$ cat config.mk
export PLATFORM = sky130hd
export DESIGN_NAME = serial_adder_flat
export DESIGN_NICKNAME = d
export VERILOG_FILES = /design/src/rtl/serial_adder_if.sv /design/src/rtl/serial_adder.sv /design/src/flat_wrapper.sv
export SDC_FILE = /design/constraint.sdc
export NUM_CORES = 1
export LEC_CHECK = 0
export CORE_ASPECT_RATIO = 0.6
export CORE_MARGIN = 2
export CORE_UTILIZATION = 40
export CTS_CLUSTER_SIZE = 14
export DETAILED_ROUTE_END_ITERATION = 8
export HOLD_SLACK_MARGIN = 0.08
export PLACE_DENSITY = 0.63
export SKIP_LAST_GASP = 1
export SYNTH_ARGS = -nofsm -noshare
export SYNTH_HDL_FRONTEND = slang
export SYNTH_SLANG_ARGS = --single-unit
$ cat constraint.sdc
create_clock -name CLK -period 1.3 [get_ports CLK]
set_input_delay 0.26 -clock CLK [delete_from_list [all_inputs] [get_ports CLK]]
set_output_delay 0.26 -clock CLK [all_outputs]
set_load 0.01 [all_outputs]
$ cat src/rtl/serial_adder_if.sv
// Handshake/operand bundle for serial_adder.
// SERIAL_ADDER_SUB_EN adds the SUB request bit.
interface serial_adder_if #(
  parameter int WIDTH = 8
);
  logic             START;
  logic [WIDTH-1:0] A;
  logic [WIDTH-1:0] B;
  logic             CIN;
`ifdef SERIAL_ADDER_SUB_EN
  logic             SUB;
`endif
  logic [WIDTH-1:0] S;
  logic             C;
  logic             BUSY;
  logic             DONE;

  modport master (
    output START, A, B, CIN,
`ifdef SERIAL_ADDER_SUB_EN
    output SUB,
`endif
    input  S, C, BUSY, DONE
  );

  modport slave (
    input  START, A, B, CIN,
`ifdef SERIAL_ADDER_SUB_EN
    input  SUB,
`endif
    output S, C, BUSY, DONE
  );
endinterface

$ cat src/rtl/serial_adder.sv
// Multi-cycle adder: STEP-bit full-adder slice per clock with a registered carry.
// Optional SERIAL_ADDER_SUB_EN adds A-B (A + ~B + 1) selected by SUB.
module serial_adder #(
  parameter int WIDTH = 8,
  parameter int STEP  = 1
) (
  input  logic           CLK,
  input  logic           RST,
  serial_adder_if.slave  bus
);
  localparam int N     = WIDTH / STEP;
  localparam int CNT_W = (N > 1) ? $clog2(N) : 1;

  if (WIDTH < 1 || STEP < 1 || (WIDTH % STEP) != 0) begin : g_bad_cfg
    $error("serial_adder: STEP must be >= 1 and divide WIDTH exactly");
  end

  typedef enum logic [1:0] {
    ST_IDLE = 2'd0,
    ST_BUSY = 2'd1,
    ST_DONE = 2'd2
  } state_t;

  state_t             state_q, state_d;
  logic [WIDTH-1:0]   a_q, a_d;
  logic [WIDTH-1:0]   b_q, b_d;
  logic [WIDTH-1:0]   sum_q, sum_d;
  logic               carry_q, carry_d;
  logic [CNT_W-1:0]   cnt_q, cnt_d;
  logic [WIDTH-1:0]   s_q, s_d;
  logic               c_q, c_d;

  logic               accept;
  logic               last_slice;
  logic [STEP-1:0]    slice_sum;
  logic               slice_cout;

  // START is only honoured outside BUSY; DONE accepts like IDLE for back-to-back use.
  assign accept     = bus.START && (state_q != ST_BUSY);
  assign last_slice = (cnt_q == CNT_W'(N - 1));

  // Operands shift right so the active slice always sits in the low STEP bits.
  assign {slice_cout, slice_sum} = {1'b0, a_q[STEP-1:0]}
                                 + {1'b0, b_q[STEP-1:0]}
                                 + (STEP+1)'(carry_q);

  always_ff @(posedge CLK) begin
    if (RST) begin
      state_q <= ST_IDLE;
      a_q     <= '0;
      b_q     <= '0;
      sum_q   <= '0;
      carry_q <= 1'b0;
      cnt_q   <= '0;
      s_q     <= '0;
      c_q     <= 1'b0;
    end else begin
      state_q <= state_d;
      a_q     <= a_d;
      b_q     <= b_d;
      sum_q   <= sum_d;
      carry_q <= carry_d;
      cnt_q   <= cnt_d;
      s_q     <= s_d;
      c_q     <= c_d;
    end
  end

  always_comb begin
    state_d = state_q;
    case (state_q)
      ST_IDLE: if (bus.START) state_d = ST_BUSY;
      ST_BUSY: if (last_slice) state_d = ST_DONE;
      ST_DONE: state_d = bus.START ? ST_BUSY : ST_IDLE;
      default: state_d = ST_IDLE;
    endcase
  end

  always_comb begin
    a_d     = a_q;
    b_d     = b_q;
    sum_d   = sum_q;
    carry_d = carry_q;
    cnt_d   = cnt_q;
    s_d     = s_q;
    c_d     = c_q;
    if (accept) begin
      a_d   = bus.A;
      cnt_d = '0;
`ifdef SERIAL_ADDER_SUB_EN
      b_d     = bus.SUB ? ~bus.B : bus.B;
      carry_d = bus.SUB ? 1'b1 : bus.CIN;
`else
      b_d     = bus.B;
      carry_d = bus.CIN;
`endif
    end else if (state_q == ST_BUSY) begin
      a_d   = a_q >> STEP;
      b_d   = b_q >> STEP;
      // New slice enters at the top; after N slices the sum is fully aligned.
      sum_d = sum_q >> STEP;
      sum_d[WIDTH-1 -: STEP] = slice_sum;
      carry_d = slice_cout;
      cnt_d   = cnt_q + CNT_W'(1);
      if (last_slice) begin
        s_d = sum_d;
        c_d = slice_cout;
      end
    end
  end

  always_comb begin
    bus.S    = s_q;
    bus.C    = c_q;
    bus.BUSY = (state_q == ST_BUSY);
    bus.DONE = (state_q == ST_DONE);
  end
endmodule

$ cat src/flat_wrapper.sv
// flat-port wrapper written by rule: the top's interface ports become plain ports
module serial_adder_flat 
#(
  parameter int WIDTH = 8,
  parameter int STEP  = 1
)
  (CLK, RST, bus_START, bus_A, bus_B, bus_CIN, bus_S, bus_C, bus_BUSY, bus_DONE);
  serial_adder_if #(.WIDTH(WIDTH)) bus_i ();
  input  logic CLK;
  input  logic RST;
  input wire logic [$bits(bus_i.START)-1:0] bus_START;
  input wire logic [$bits(bus_i.A)-1:0] bus_A;
  input wire logic [$bits(bus_i.B)-1:0] bus_B;
  input wire logic [$bits(bus_i.CIN)-1:0] bus_CIN;
  output wire logic [$bits(bus_i.S)-1:0] bus_S;
  output wire logic [$bits(bus_i.C)-1:0] bus_C;
  output wire logic [$bits(bus_i.BUSY)-1:0] bus_BUSY;
  output wire logic [$bits(bus_i.DONE)-1:0] bus_DONE;
  assign bus_i.START = bus_START;
  assign bus_i.A = bus_A;
  assign bus_i.B = bus_B;
  assign bus_i.CIN = bus_CIN;
  assign bus_S = bus_i.S;
  assign bus_C = bus_i.C;
  assign bus_BUSY = bus_i.BUSY;
  assign bus_DONE = bus_i.DONE;
  serial_adder #(.WIDTH(WIDTH), .STEP(STEP)) u_core (.CLK(CLK), .RST(RST), .bus(bus_i));
endmodule
# After elaboration in Yosys (flattened, before gate mapping)
# Index checks and enable logic that the tools add are counted.
[word_totals]
reg_bits = 39
elab_cells = 35
inputBits = 20
[classes]
reduce_logical = 7
add_sub_neg = 3
n_eq_ne = 6
n_mux = 10
n_bitwise = 1
[op_table]
columns = ["cell", "n"]
rows = [
  ["two-way mux 8 bit", 4],
  ["one-hot mux 2 bit (3 select lines)", 1],
  ["two-way mux 2 bit", 2],
  ["inequality test 2 x 1 -> 1 bit (second input constant)", 2],
  ["AND reduction 2 bit", 2],
  ["adder 3 x 1 -> 3 bit (second input constant)", 1],
  ["equality test 3 bit (second input constant)", 1],
  ["two-way mux 1 bit", 3],
  ["AND reduction 3 bit", 1],
  ["adder 1 x 1 -> 2 bit", 1],
  ["adder 2 x 1 -> 2 bit", 1],
  ["equality test 2 x 1 -> 1 bit (second input constant)", 1],
  ["equality test 2 bit (second input constant)", 1],
  ["zero test 2 bit", 1],
  ["inequality test 2 bit (second input constant)", 1],
  ["nonzero test 2 bit", 1],
  ["OR reduction 2 bit", 1],
  ["logical AND 1 bit", 1],
  ["NOT 1 bit", 1],
]

# Logic depth before layout (Yosys ltp)
# Gate-level depths: netlist (run 1).
[depth]
depth_word = 4
ltp_mapped = 6

# Worst setup path before layout (run 1)
# No wires, ideal clock.
[synth_path]
path_type = "register to register"
from = "reg u_core.cnt_q[0]"
to = "reg u_core.s_q[0], in the netlist u_core.bus.S[0]"
path_stages_with_launch = 7
required_time_ns = 1.155
arrival_ns = 1.084
setup_slack_ns = 0.071
setup_ns = 0.145
path_cell_list = "dfxtp_1 ha_1 ha_1 and3b_1 buf_2 nand2_1 a21oi_1"
[synth_between]
elab_chain_cells = 2
[synth_rtl]
columns = ["element", "line_no", "text"]
rows = [
  ["start: declaration", "serial_adder.sv:29", "logic [CNT_W-1:0] cnt_q, cnt_d;"],
  ["start signal: assignment", "serial_adder.sv:63", "cnt_q <= cnt_d;"],
  ["equality test 3 bit", "serial_adder.sv:40", "assign last_slice = (cnt_q == CNT_W'(N - 1));"],
  ["AND reduction 3 bit (no source line)", "--", ""],
  ["end signal: assignment", "serial_adder.sv:55", "s_q <= '0;"],
  ["end signal: assignment", "serial_adder.sv:64", "s_q <= s_d;"],
  ["end: declaration", "serial_adder.sv:30", "logic [WIDTH-1:0] s_q, s_d;"],
]
# No other way between the ends.
# A chain may end at the register's enable or synchronous reset.

# Worst setup path after layout (run 1)
# Same ends and word-level chain as after synthesis.

==> flow_summary.ini, run 1 <==
[logic_synthesis]
yosysTopAreaCellShare_pct = 45.82
synth_cell_type_count = 21
seq_area_frac_synth_pct = 45.82
yosysMostFrequentCell = dfxtp_1
ys_top_cells_by_area = dfxtp_1, a211oi_2, mux2i_1
synth_commonest_cells = dfxtp_1, nand2_1, a21oi_1
synth_ff_type = dfxtp_1
async_reset_ff_share_pct = 0
synth_cells = 169
ys_ff_latch = 38
yosys_warnings = 0
avgSynthCellArea_sq_um = 9.825
synth_top_area_cell = dfxtp_1
syn_area_sq_um = 1660
synth-edff-count = 0
syn_nets = 192

[place]
dpl.hpwl_microns = 2144
io_buffers = 30
gp_congestion = 0.7130
dp_slack_ns = -0.1765

[final_layout]
diodes = 0
fillers = 370
final_core_util_pct = 52.65
syn2layout_area_growth_pct = 28.56
fin_nets = 225
drive_gt1_share_pct = 24.63

[route]
drtAntennaViolNets = 0
drcViolationCount = 0
wl_per_cell_microns = 12.55
num_vias = 1243
drt_iter0_markers = 27
wirelength_microns = 3176
avgViaCountPerCell = 4.913
dr.pass1.iters = 4

[power_and_ir_drop]
p_leak_nw = 0.8536
ir_drop_uv = 408.5
power_mw = 2.411
p_per_area_nw_per_um2 = 1130

[worst_setup_path]
r2r_slack_ns = 0.03
cp_max_fo = 4
crit_chain = ha_2 -> ha_2 -> and3b_2 -> buf_4 -> nand2_1 -> a21oi_1
worstSetupEndpointType = register
worst-path-buf-inv = 1
cp.depth = 6
crit_slowest_cell = dfxtp_2
critPathLaunch = u_core.cnt_q[0]
timing.rr.start = u_core.cnt_q[0]
worst_setup_path_start_kind = register
cp_common_cell = ha_2
regToRegEndpoint = u_core.bus.S[0]
slowest_delay_ns = 0.32
reg2reg_depth = 6
cp.arrival_ns = 1.45
worstPathRequired_ns = 1.47
path_class = reg2reg
crit_family = adder cells

[die]
rows = 18
die_x_microns = 87.18
die_area_sq_um = 4699
io_pins = 31
coreArea_sq_um = 4054
die_y_microns = 53.91
start_util_pct = 40.96

[sta]
drv_slew = 0
relSlewSlack_pct = 79.22
hold_viol = 0
rsz0062_at_grt = true
setup_ws_ns = 0.02633
worst_pin_slew_ns = 0.3117
fin_crit_sh_pct = 97.97
finalClockSkew_ns = 0.003669
finalSetupViolCount = 0
clock.fmax_ghz = 0.7851
finalCriticalPeriod_ns = 1.274

[clock_network]
cts_num_sinks = 38
h-tree-depth = 2
cts_root_buffer = clkbuf_8
clk_latency_ns = 0.28
clkTransAtPathRegs_ns = 0.07
postCtsSetupBuffers = 0
cts_made_buffers = 5
cts_hold_buf = 0
cts_buffer_depth = 2
cts_tree = done

[flow_run]
drv_cap = 0

[global_route]
grt_pass1_wl_microns = 5271
grt.total_usage_pct = 14.45
antenna_found_initial = 0
grt-ovfl-total = 0
grt_pass1_vias = 1244
grt_max_degree = 42

[run_status]
status = finished, final reports clean

[min_path]
hold_path_class = reg2reg
min_path_cells = 2
worstHoldStart = u_core.bus.S[1]
hold_end = u_core.bus.S[1]
[final cells by class]
class	count	area [sq um]	area share [%]
Multi-Input combinational cell	116	799.5	37.46
Sequential cell	38	763.2	35.76
Timing Repair Buffer	39	407.9	19.11
Clock buffer	7	86.33	4.045
Tap cell	50	62.56	2.931
Inverter	2	10.01	0.4689
Clock inverter	1	5.005	0.2345
[state kept, by name, summed over array words and instances (netlist names)]
| register | cells |
|---|---|
| u_core.a_q | 8 |
| u_core.b_q | 8 |
| u_core.bus.C | 1 |
| u_core.bus.S | 8 |
| u_core.carry_q | 1 |
| u_core.cnt_q | 3 |
| u_core.state_q | 2 |
| u_core.sum_q | 7 |
[worst max path at each step]
stage,endpoint,slack [ns]
floorplan,u_core.bus.S[0],0.07
global placement,u_core.a_q[1],-0.14
detailed placement,u_core.a_q[1],-0.18
CTS,bus_BUSY,-0.1
global route,u_core.bus.S[7],-0.04
finish,u_core.bus.S[0],0.03
[worst reg2reg max path, delay by kind of cell, from the launching register on]
kind	cells	cell delay, ns
compound gates	1	0.05
fa+ha+maj	2	0.36
flops	1	0.32
simple gates	2	0.28
buf+inv	1	0.15
[report_power, final]
| part | switching, mW | internal, mW |
|---|---|---|
| Combinational | 0.167 | 0.178 |
| Clock | 0.376 | 0.427 |
| Sequential | 0.0392 | 1.22 |
| Total | 0.582 | 1.83 |
[per-layer routing]
layer	GRT usage (%)	wire length, microns
met4	3.846	21
met5	0	0
met2	24.05	1410
met1	18.36	1620
met3	4.755	124
[cells in the final DEF, fill, tap and decap left out, types with 2 or more instances in the layout]
cell             synthesis  layout
a211oi_2                15      15
a21oi_1                 19      19
buf_12                   0       4
buf_4                    4       3
clkbuf_2                 0       2
clkbuf_8                 0       6
clkdlybuf4s50_1          0      19
dfxtp_1                 38      36
dfxtp_2                  0       2
dlygate4sd2_1            0       9
ha_2                     0       2
mux2i_1                 17      17
nand2_1                 34      34
nand3b_1                 4       4
nor2_1                   7       7
nor2_2                  10      10
nor3_1                   2       2
[metrics by stage]
step	cell area, sq um	hold WS [ns]	TNS [ns]	std cells
6_report	2135	0.4512	0	253
5_1_grt	2135	0.4754	-0.2335	253
4_1_cts	2116	0.4541	-0.6307	252
3_5_place_dp	2037	0.4466	-2.300	244
3_3_place_gp	2037	0.4476	-2.029	244
2_1_floorplan	1660	0.4321	0	169
[logic make-up after synthesis]
kind of cell	share of synthesized area (%)
compound gates	17.56
fa+ha+maj	2.713
buf+inv	6.556
flops	45.82
mux	10.25
simple gates	17.11
[timing repair]
item	CTS	global route
endpoints found under the setup margin	32	37
gates resized for setup	12	13
endpoints found under the hold margin	0	0
gates cloned	0	1
Power figures use the tool's default switching activity.
==> run 2: changes to the inputs <==
Settings changed: CORE_UTILIZATION 40 to 51, PLACE_DENSITY 0.63 to 0.75.
Clock period 1.3 ns to 1.4 ns, I/O delays scaled along.
==> run 2 against run 1 <==
Effect of this change:
- register-to-register slack improved by 0.05 ns
- via count fell by 0.56%
- worst setup slack improved by 0.047 ns
- worst hold slack improved by 0.0033 ns
- sequential power fell by 7%
- global-route usage rose by 4.1 points
- fmax fell by 4.0%
- combinational power fell by 9.0%
- core utilization rose by 18 points
- sequential cell count did not move
- critical path depth fell by 1
- clock-buffer cell count fell by 2
==> flow_summary.ini, run 2 (synthesis results as in run 1) <==
[global_route]
grt.total_usage_pct = 18.51
grt_pass1_vias = 1078
grt_max_degree = 42
grt_pass1_wl_microns = 5168
grt-ovfl-total = 0
antenna_found_initial = 0

[sta]
finalCriticalPeriod_ns = 1.327
timing.hold.ws_ns = 0.4545
finalClockSkew_ns = 0.009672
finalSetupViolCount = 0
rsz0062_at_grt = false
worst_pin_slew_ns = 0.3786
hold_viol = 0
tns_ns = 0
fin_crit_sh_pct = 94.75
relSlewSlack_pct = 74.76
clock.fmax_ghz = 0.7538
drv_slew = 0

[worst_setup_path]
critPathLaunch = u_core.cnt_q[0]
worstSetupEndpointType = register
worst_setup_path_start_kind = register
cp_common_cell = ha_1
cp_max_fo = 9
crit_family = simple AND/OR/NAND/NOR gates
crit_chain = ha_1 -> ha_1 -> and3b_2 -> nand2_1 -> a21oi_1
critPathCapture = u_core.bus.S[6]
crit_slowest_cell = dfxtp_1
slowest_delay_ns = 0.36
cp.arrival_ns = 1.55
worst-path-buf-inv = 0
path_class = reg2reg
r2r_slack_ns = 0.07
worstPathRequired_ns = 1.62
timing.rr.start = u_core.cnt_q[0]
regToRegEndpoint = u_core.bus.S[6]
cp.depth = 5
reg2reg_depth = 5

[final_layout]
multi_input_area_sq_um = 794.5
layout_commonest_cell = dfxtp_1
fin_cells = 242
layout.area.seq_sq_um = 760.7
fin_nets = 222
drive_gt1_share_pct = 21.50
diodes = 0
final_cell_mix = dfxtp_1, nand2_1, a21oi_1, clkdlybuf4s50_1, mux2i_1
syn2layout_area_growth_pct = 26.98
fillers = 232

[route]
drt_iter0_markers = 108
dr.pass1.iters = 4
drtAntennaViolNets = 0
drcViolationCount = 0
num_vias = 1236
avgViaCountPerCell = 5.107
wirelength_microns = 3214
wl_per_cell_microns = 13.28

[power_and_ir_drop]
p_leak_nw = 0.8536
ir_drop_uv = 620.1
p_per_area_nw_per_um2 = 1132

[clock_network]
cts_root_buffer = clkbuf_8
cts_made_buffers = 5
cts_buffer_depth = 2
cts_num_sinks = 38
clkTransAtPathRegs_ns = 0.08
clk_latency_ns = 0.29
cts_hold_buf = 0
postCtsSetupBuffers = 0
cts-resized-gates = 12
h-tree-depth = 2
cts_tree = done

[die]
die_y_microns = 48.20
die_x_microns = 77.66
io_pins = 31
coreArea_sq_um = 2984
rows = 15
die_area_sq_um = 3743
start_util_pct = 55.64

[run_status]
status = finished, final reports clean

[place]
dpl.hpwl_microns = 2284
io_buffers = 30
dp.cells = 234
gp_congestion = 0.7093

[flow_run]
drv_cap = 0

[min_path]
hold_path_class = reg2reg
-- run 2: final cells by class --
| class | count | area share [%] |
|---|---|---|
| flip-flops and latches | 38 | 36.08 |
| multi-input cells | 116 | 37.69 |
| clock inverters | 3 | 1.899 |
| inverters | 2 | 0.4748 |
| repair buffers | 36 | 18.10 |
| clock buffers | 5 | 3.264 |
| well taps | 42 | 2.493 |
-- run 2: worst reg2reg max path, delay by kind of cell (launching register included) --
family | cells | cell delay [ns]
DFF | 1 | 0.36
and+or+nand+nor | 2 | 0.43
AOI/OAI and AO/OA | 1 | 0.13
adders and majority gates | 2 | 0.36
-- run 2: where the power goes --
group | total (mW) | switching (mW) | leakage [nW] | internal, mW
logic | 0.314 | 0.153 | 0.485 | 0.160
registers | 1.17 | 0.0380 | 0.311 | 1.14
clock network | 0.901 | 0.376 | 0.0579 | 0.524
-- run 2: worst min-delay path by stage --
stage               startpoint              end  slack (ns)  depth (start not counted)
6_report       u_core.bus.S[3]  u_core.bus.S[3]        0.45                          2
5_1_grt        u_core.bus.S[1]  u_core.bus.S[1]        0.48                          2
4_1_cts        u_core.bus.S[2]  u_core.bus.S[2]        0.46                          2
2_1_floorplan  u_core.sum_q[1]  u_core.bus.S[0]        0.43                          2
3_3_place_gp   u_core.bus.S[2]  u_core.bus.S[2]        0.44                          2
3_5_place_dp   u_core.bus.S[2]  u_core.bus.S[2]        0.45                          2
-- run 2: per-layer routing --
| layer | vias up | wire length (microns) | track usage [%] |
|---|---|---|---|
| li1 | 633 | - | - |
| met1 | 576 | 1612 | 23.66 |
| met2 | 25 | 1439 | 30.34 |
| met3 | 2 | 142 | 5.370 |
| met4 | 0 | 19 | 8.571 |
| met5 | - | 0 | 0 |
-- run 2: per-stage QoR --
| step | worst slack [ns] | util (%) | power (mW) | instance area, sq um |
|---|---|---|---|---|
| finish | 0.07346 | 70.65 | 2.387 | 2108 |
| global route | 0.01372 | 70.65 | 2.482 | 2108 |
| CTS | -0.03764 | 70.65 | 2.404 | 2108 |
| detailed placement | -0.07032 | 67.42 | 1.514 | 2012 |
| global placement | -0.04094 | 67.42 | 1.500 | 2012 |
| floorplan | 0.1708 | - | 1.419 | 1660 |
